**src/rtl/if_id_queue.sv**
```systemverilog
// ----------------------------------------------------------------------------
// if_id_queue
//
// Decoupling buffer between the fetch stage and the decode stage.
//
// The instruction memory is synchronous: a PC issued in cycle N returns its
// instruction word on fe_inst in cycle N+1. This block remembers the PC of the
// request in flight (fly/fly_pc), pairs it with the returned word, and pushes
// the {pc, inst} pair into a small circular FIFO. The head of the FIFO is
// presented to decode with a valid/ready handshake.
//
// Handshakes:
//   fetch side : a request transfers in any cycle where fe_valid && fe_ready.
//                fe_ready is low whenever the queue plus the in-flight word
//                would fill every slot, so an accepted word always has a free
//                slot to land in. pc_stall = !fe_ready.
//   decode side: the head entry transfers in any cycle where
//                id_valid && id_ready. id_valid depends only on registered
//                state; id_ready has no combinational path to fe_ready.
//
// A flush (if_flush) drops the in-flight word and every queued entry, and
// blocks new requests for that cycle. Reset (rstn, active high, synchronous)
// dominates flush.
//
// Ports:
//   clk       in   1   clock, rising edge
//   rstn      in   1   synchronous reset, active high
//   if_flush  in   1   discard in-flight fetch and queued entries
//   fe_valid  in   1   fetch presents fe_pc this cycle
//   fe_pc     in   32  PC issued this cycle
//   fe_ready  out  1   request accepted this cycle
//   fe_inst   in   32  instruction word for the request accepted last cycle
//   id_valid  out  1   head entry valid
//   id_pc     out  32  head entry PC (0 when empty)
//   id_inst   out  32  head entry instruction (NOP_INST when empty)
//   id_ready  in   1   decode consumes the head entry this cycle
//
// DEPTH must be at least 2; DEPTH >= 3 sustains one instruction per cycle.
// ----------------------------------------------------------------------------
module if_id_queue #(
    parameter int          DEPTH    = 4,
    parameter logic [31:0] NOP_INST = 32'h00000013
) (
    input  logic        clk,
    input  logic        rstn,
    input  logic        if_flush,
    input  logic        fe_valid,
    input  logic [31:0] fe_pc,
    output logic        fe_ready,
    input  logic [31:0] fe_inst,
    output logic        id_valid,
    output logic [31:0] id_pc,
    output logic [31:0] id_inst,
    input  logic        id_ready
);

    localparam int PW = (DEPTH > 1) ? $clog2(DEPTH) : 1;
    localparam int CW = PW + 1;

    localparam logic [CW-1:0] DEPTH_C = CW'(DEPTH);
    localparam logic [PW-1:0] PTR_MAX = PW'(DEPTH - 1);

    // ------------------------------------------------------------------
    // State
    // ------------------------------------------------------------------
    logic          fly;
    logic [31:0]   fly_pc;
    logic [63:0]   mem [DEPTH];
    logic [PW-1:0] wr_ptr;
    logic [PW-1:0] rd_ptr;
    logic [CW-1:0] count;

    // ------------------------------------------------------------------
    // Control
    // ------------------------------------------------------------------
    logic [CW-1:0] occupancy;
    logic          acc;
    logic          push;
    logic          pop;
    logic [63:0]   head;

    // Slots already committed: queued entries plus the word still in flight.
    // count + fly never exceeds DEPTH, so CW bits are enough.
    assign occupancy = count + {{PW{1'b0}}, fly};

    assign fe_ready = !if_flush && (occupancy < DEPTH_C);
    assign acc      = fe_valid && fe_ready;
    assign push     = fly && !if_flush;
    assign pop      = id_valid && id_ready && !if_flush;

    // Pointers wrap explicitly so that non-power-of-2 depths work.
    function automatic logic [PW-1:0] ptr_inc(input logic [PW-1:0] p);
        if (p == PTR_MAX) begin
            ptr_inc = '0;
        end else begin
            ptr_inc = p + PW'(1);
        end
    endfunction

    // ------------------------------------------------------------------
    // In-flight request tracking
    // ------------------------------------------------------------------
    always_ff @(posedge clk) begin
        if (rstn) begin
            fly    <= 1'b0;
            fly_pc <= '0;
        end else begin
            // acc is already forced low during a flush, so a flush leaves
            // nothing in flight.
            fly <= acc;
            if (acc) begin
                fly_pc <= fe_pc;
            end
        end
    end

    // ------------------------------------------------------------------
    // Queue storage (data only; validity is tracked by count)
    // ------------------------------------------------------------------
    always_ff @(posedge clk) begin
        if (!rstn && push) begin
            mem[wr_ptr] <= {fly_pc, fe_inst};
        end
    end

    // ------------------------------------------------------------------
    // Pointers and occupancy
    // ------------------------------------------------------------------
    always_ff @(posedge clk) begin
        if (rstn) begin
            wr_ptr <= '0;
            rd_ptr <= '0;
            count  <= '0;
        end else if (if_flush) begin
            wr_ptr <= '0;
            rd_ptr <= '0;
            count  <= '0;
        end else begin
            if (push) begin
                wr_ptr <= ptr_inc(wr_ptr);
            end
            if (pop) begin
                rd_ptr <= ptr_inc(rd_ptr);
            end
            case ({push, pop})
                2'b10:   count <= count + CW'(1);
                2'b01:   count <= count - CW'(1);
                default: count <= count;
            endcase
        end
    end

    // ------------------------------------------------------------------
    // Decode-side outputs; defined constants when empty so stale storage
    // (or never-written storage after reset) is never visible.
    // ------------------------------------------------------------------
    assign head     = mem[rd_ptr];
    assign id_valid = (count != '0);
    assign id_pc    = id_valid ? head[63:32] : 32'h0;
    assign id_inst  = id_valid ? head[31:0]  : NOP_INST;

endmodule

```
**config.mk**
```make
export PLATFORM = sky130hd
export DESIGN_NAME = if_id_queue
export DESIGN_NICKNAME = d
export VERILOG_FILES = /design/src/rtl/if_id_queue.sv
export SDC_FILE = /design/constraint.sdc
export NUM_CORES = 1
export LEC_CHECK = 0
export ABC_AREA = 1
export CORE_MARGIN = 2
export CORE_UTILIZATION = 50
export CTS_CLUSTER_SIZE = 16
export DETAILED_ROUTE_END_ITERATION = 10
export GPL_TIMING_DRIVEN = 1
export PLACE_DENSITY = 0.72
export SLEW_MARGIN = 20
export SYNTH_ARGS = -nofsm -noshare
export SYNTH_HDL_FRONTEND = slang
export SYNTH_SLANG_ARGS = --single-unit
```
**constraint.sdc**
```tcl
create_clock -name clk -period 6.4 [get_ports clk]
set_input_delay 1.92 -clock clk [delete_from_list [all_inputs] [get_ports clk]]
set_output_delay 1.92 -clock clk [all_outputs]
set_load 0.1 [all_outputs]
```
; ---- After elaboration in Yosys (flattened, before gate mapping)
; Memory sizes are Yosys's and may differ from the RTL's. A register that Yosys moved wholly into a read port is not among the register bits.
; Index checks and enable logic that the tools add are counted.
[classes]
addsub = 5
mul = 0
div = 0
order_cmp = 1
eq_ne = 4
shift = 0
muxes = 9
n_bitwise = 0
n_reduce_logical = 11
[ops]
columns = cell, n
row1 = $mux W32, 2
row2 = $mux W2, 4
row3 = $eq A2 B2 Y1 const B, 3
row4 = $logic_and A1 B1 Y1, 6
row5 = $pmux W3 S2, 1
row6 = $add A2 B1 Y2 const B, 2
row7 = $add A3 B1 Y3, 1
row8 = $add A3 B1 Y3 const B, 1
row9 = $lt A3 B3 Y1 const B, 1
row10 = $reduce_bool A3 Y1, 1
row11 = $sub A3 B1 Y3 const B, 1
row12 = $eq A2 B1 Y1 const B, 1
row13 = $logic_not A1 Y1, 2
row14 = $mux W1, 2
row15 = $reduce_bool A2 Y1, 1
row16 = $reduce_or A2 Y1, 1
[word_totals]
reg_bits = 40
latch_bits = 0
ramBits = 256
rom_bits = 0
input_bits = 69
output_inout_bits = 66
word_cells = 36
n_memories = 1
[memory_table]
columns = memory, depth, word_bits, rd, rd_clocked_by_memory_dff, write_ports, line
row1 = mem, 4, 64, 1, 1, 1, 68  ; logic [63:0] mem [DEPTH];

; ---- Depth between registers and ports, before layout
[logic_depth]
depth_word = 5
depth_mapped = 10
mapped_depth_nobuf = 10

; ---- Worst setup path after synthesis
; Ideal clock, no wire load.
[synth_path]
path_kind = register to output
start = reg (tool-made name)
end = out id_inst[0]
arrival_ns = 4.124
required_ns = 4.480
setup_slack_ns = 0.356
stages_incl_launch_ff = 5
n_path_buf = 1
cell_sequence = dfxtp_1 -> inv_2 -> clkbuf_1 -> nor2_1 -> o311ai_0
[synth_lines]
columns = item, line
row1 = to (decl), 53  ; output logic [31:0] id_inst,

==> qor.yml <==
outcome:
  outcome: "completed"
layout:
  area_growth_pct: 21.4
  stdcell_area_mm2: 0.0143
  final_layout_size_suffix_gt1_frac: 0.0693
  nNetsFinal: 1222
  n_fill_cell: 1852
die:
  rows: 56
  die_height_um: 157
  core-area_mm2: 0.0233
  start_util: 0.505
  fp.dieW_um: 157
  ios: 135
  die_area_mm2: 0.0248
grt:
  grt.total_usage: 0.197
  grt_start_max_net_pins: 85
  grt_overflow: 0
  grt_pass1_vias: 7224
  grt_pass1_wl_um: 38200
  grt_antenna_before_repair: 1
synth:
  yosys_most_used_dff: "edfxtp_1"
  async_reset_ff_frac: 0
  ys_types: 24
  yosysMostFrequentCell: "nor2_1"
  yosysTopAreaCell: "edfxtp_1"
  synth-edff-count: 256
  synth-seq-cells: 298
  synth_common_cells: "nor2_1, edfxtp_1, o21ai_0, a21oi_1, inv_1"
  synth_nets: 1107
  seq_area_frac_synth: 0.725
  avgSynthCellArea_um2: 11.4
  ys_top_cells_by_area: "edfxtp_1, nor2_1, dfxtp_1, o21ai_0, a21oi_1"
  yosysWarnings: 0
  synth_area_mm2: 0.0118
  synth_top_area_share: 0.654
  synth_cells: 1031
setup_path:
  cp-start-kind: "register"
  crit_path_end_kind: "output pin"
  worstPathArrival_ps: 3370
  worst-setup-path-type: "register to output pin"
  required_ps: 4480
  worstPathMaxFanout: 84
sta:
  final_max_slew_viol_count: 0
  tns_ps: 0
  tightest_slew_ps: 1040
  finalSetupViolCount: 0
  max_clock_freq_mhz: 189
  hold_violations: 0
  fin_skew_ps: 7.87
  rsz0062_at_grt: "false"
  fin_crit_sh: 0.827
  max_slew_margin: 0.304
  finalCriticalPeriod_ps: 5290
clocking:
  cts_tree: "yes"
  insertion_delay_ps: 530
  cts_root_buf: "clkbuf_16"
  hold_buffers: 0
  h-tree-depth: 1
  clk_pin_slew_ps: 60
  cts_sinks: 298
  cts_buffer_depth: 3
  cts-buffers-inserted: 28
  post_cts_buffers: 0
  cts-resized-gates: 0
detailed_routing:
  ant_nets: 0
  drtIter0Drc: 473
  dr.pass1.iters: 5
  postRouteWirelength_um: 24700
  vias: 7759
  wl_per_cell_um: 16.6
  viasPerCell: 5.21
  drc_errors: 0
flow_run:
  drv_cap: 0
pwr:
  power_leakage_nw: 5.04
  p_per_area_mw_per_mm2: 279
  peakVddDrop_mv: 0.164
place:
  place_congestion: 0.760
  place_hpwl_um: 13500
  placed_area_mm2: 0.0134
  port_buffers: 134
min_path:
  hp-class: "register to register"
## power breakdown
part	switching [mW]	internal, mW	total (mW)
clock network	0.669	0.944	1.61
registers	0.0197	2.13	2.15
logic	0.142	0.0744	0.216
## kinds of logic (layout without fill, tap and decap cells)
family,count (synthesis),in the layout,share of synthesized area
and+or+nand+nor,406,406,0.138
DFF,298,298,0.725
AOI/OAI and AO/OA,204,204,0.0878
buffers and inverters,116,253,0.0403
adders and majority gates,7,7,0.00809
other,0,1,0
## final timing paths
check / from / to / slack, ps / cells after the start
min reg2reg: fly_pc[26]$_SDFFE_PP0P_ / mem[0][58]$_DFFE_PP_ / 500 / 0
min: fly_pc[26]$_SDFFE_PP0P_ / mem[0][58]$_DFFE_PP_ / 500 / 0
max: register / id_pc[11] / 1110 / 5
max reg2reg: count[2]$_SDFFE_PP0P_ / count[2]$_SDFFE_PP0P_ / 3790 / 11
## through the flow
step | power [mW] | hold slack, ps | instances | util | worst slack (ps)
after floorplan | 2.32 | 461 | 1031 | - | 356
after global placement | 2.40 | 476 | 1435 | 0.574 | 1530
after detailed placement | 2.41 | 482 | 1435 | 0.574 | 1480
after CTS | 4.01 | 497 | 1487 | 0.614 | 1080
after global routing | 4.10 | 513 | 1488 | 0.613 | 985
final | 3.98 | 501 | 1488 | 0.613 | 1110
## worst max-delay path, stage by stage (launching register included)
cell and delay (ps):
dfxtp_4 350, clkinv_2 400, buf_12 340, o21ai_0 170
a21oi_1 280, clkdlybuf4s50_1 1190
## final cells by class
cell class | count | area (um^2) | share of cell area
multi-input combinational | 617 | 2800 | 0.196
inverter | 53 | 200 | 0.0140
tap | 319 | 399 | 0.0280
clock buffer | 39 | 793 | 0.0556
antenna | 1 | 2.50 | 0.000175
clock inverter | 13 | 115 | 0.00807
timing repair buffer | 148 | 1430 | 0.100
sequential | 298 | 8530 | 0.598
## layer usage
layer  global-route usage  part of all wire
met1                0.275              0.44
met3               0.0303             0.058
met5                    0                 0
met2                0.325              0.48
met4               0.0515             0.018
## sequential cells by signal, summed over array words and instances, names as in the netlist, named ones only
signal and count:
fly 1, wr_ptr 2, rd_ptr 2, mem 256
count 3, fly_pc 32
## cells in the final DEF, fill, tap and decap left out, types with 2 or more instances in the layout
| cell | instances |
|---|---|
| nor2_1 | 325 |
| edfxtp_1 | 256 |
| o21ai_0 | 131 |
| clkdlybuf4s50_1 | 124 |
| a21oi_1 | 68 |
| inv_1 | 50 |
| dfxtp_1 | 40 |
| nand2_1 | 37 |
| nand4_1 | 33 |
| clkbuf_16 | 29 |
| buf_4 | 22 |
| clkinv_2 | 9 |
| clkbuf_1 | 7 |
| ha_1 | 6 |
| nor2_4 | 4 |
| o311ai_0 | 3 |
| clkbuf_8 | 3 |
| nor3_1 | 2 |
| inv_2 | 2 |
| clkinv_1 | 2 |
| bufinv_16 | 2 |
No activity file was read; power rests on OpenSTA's default activity.
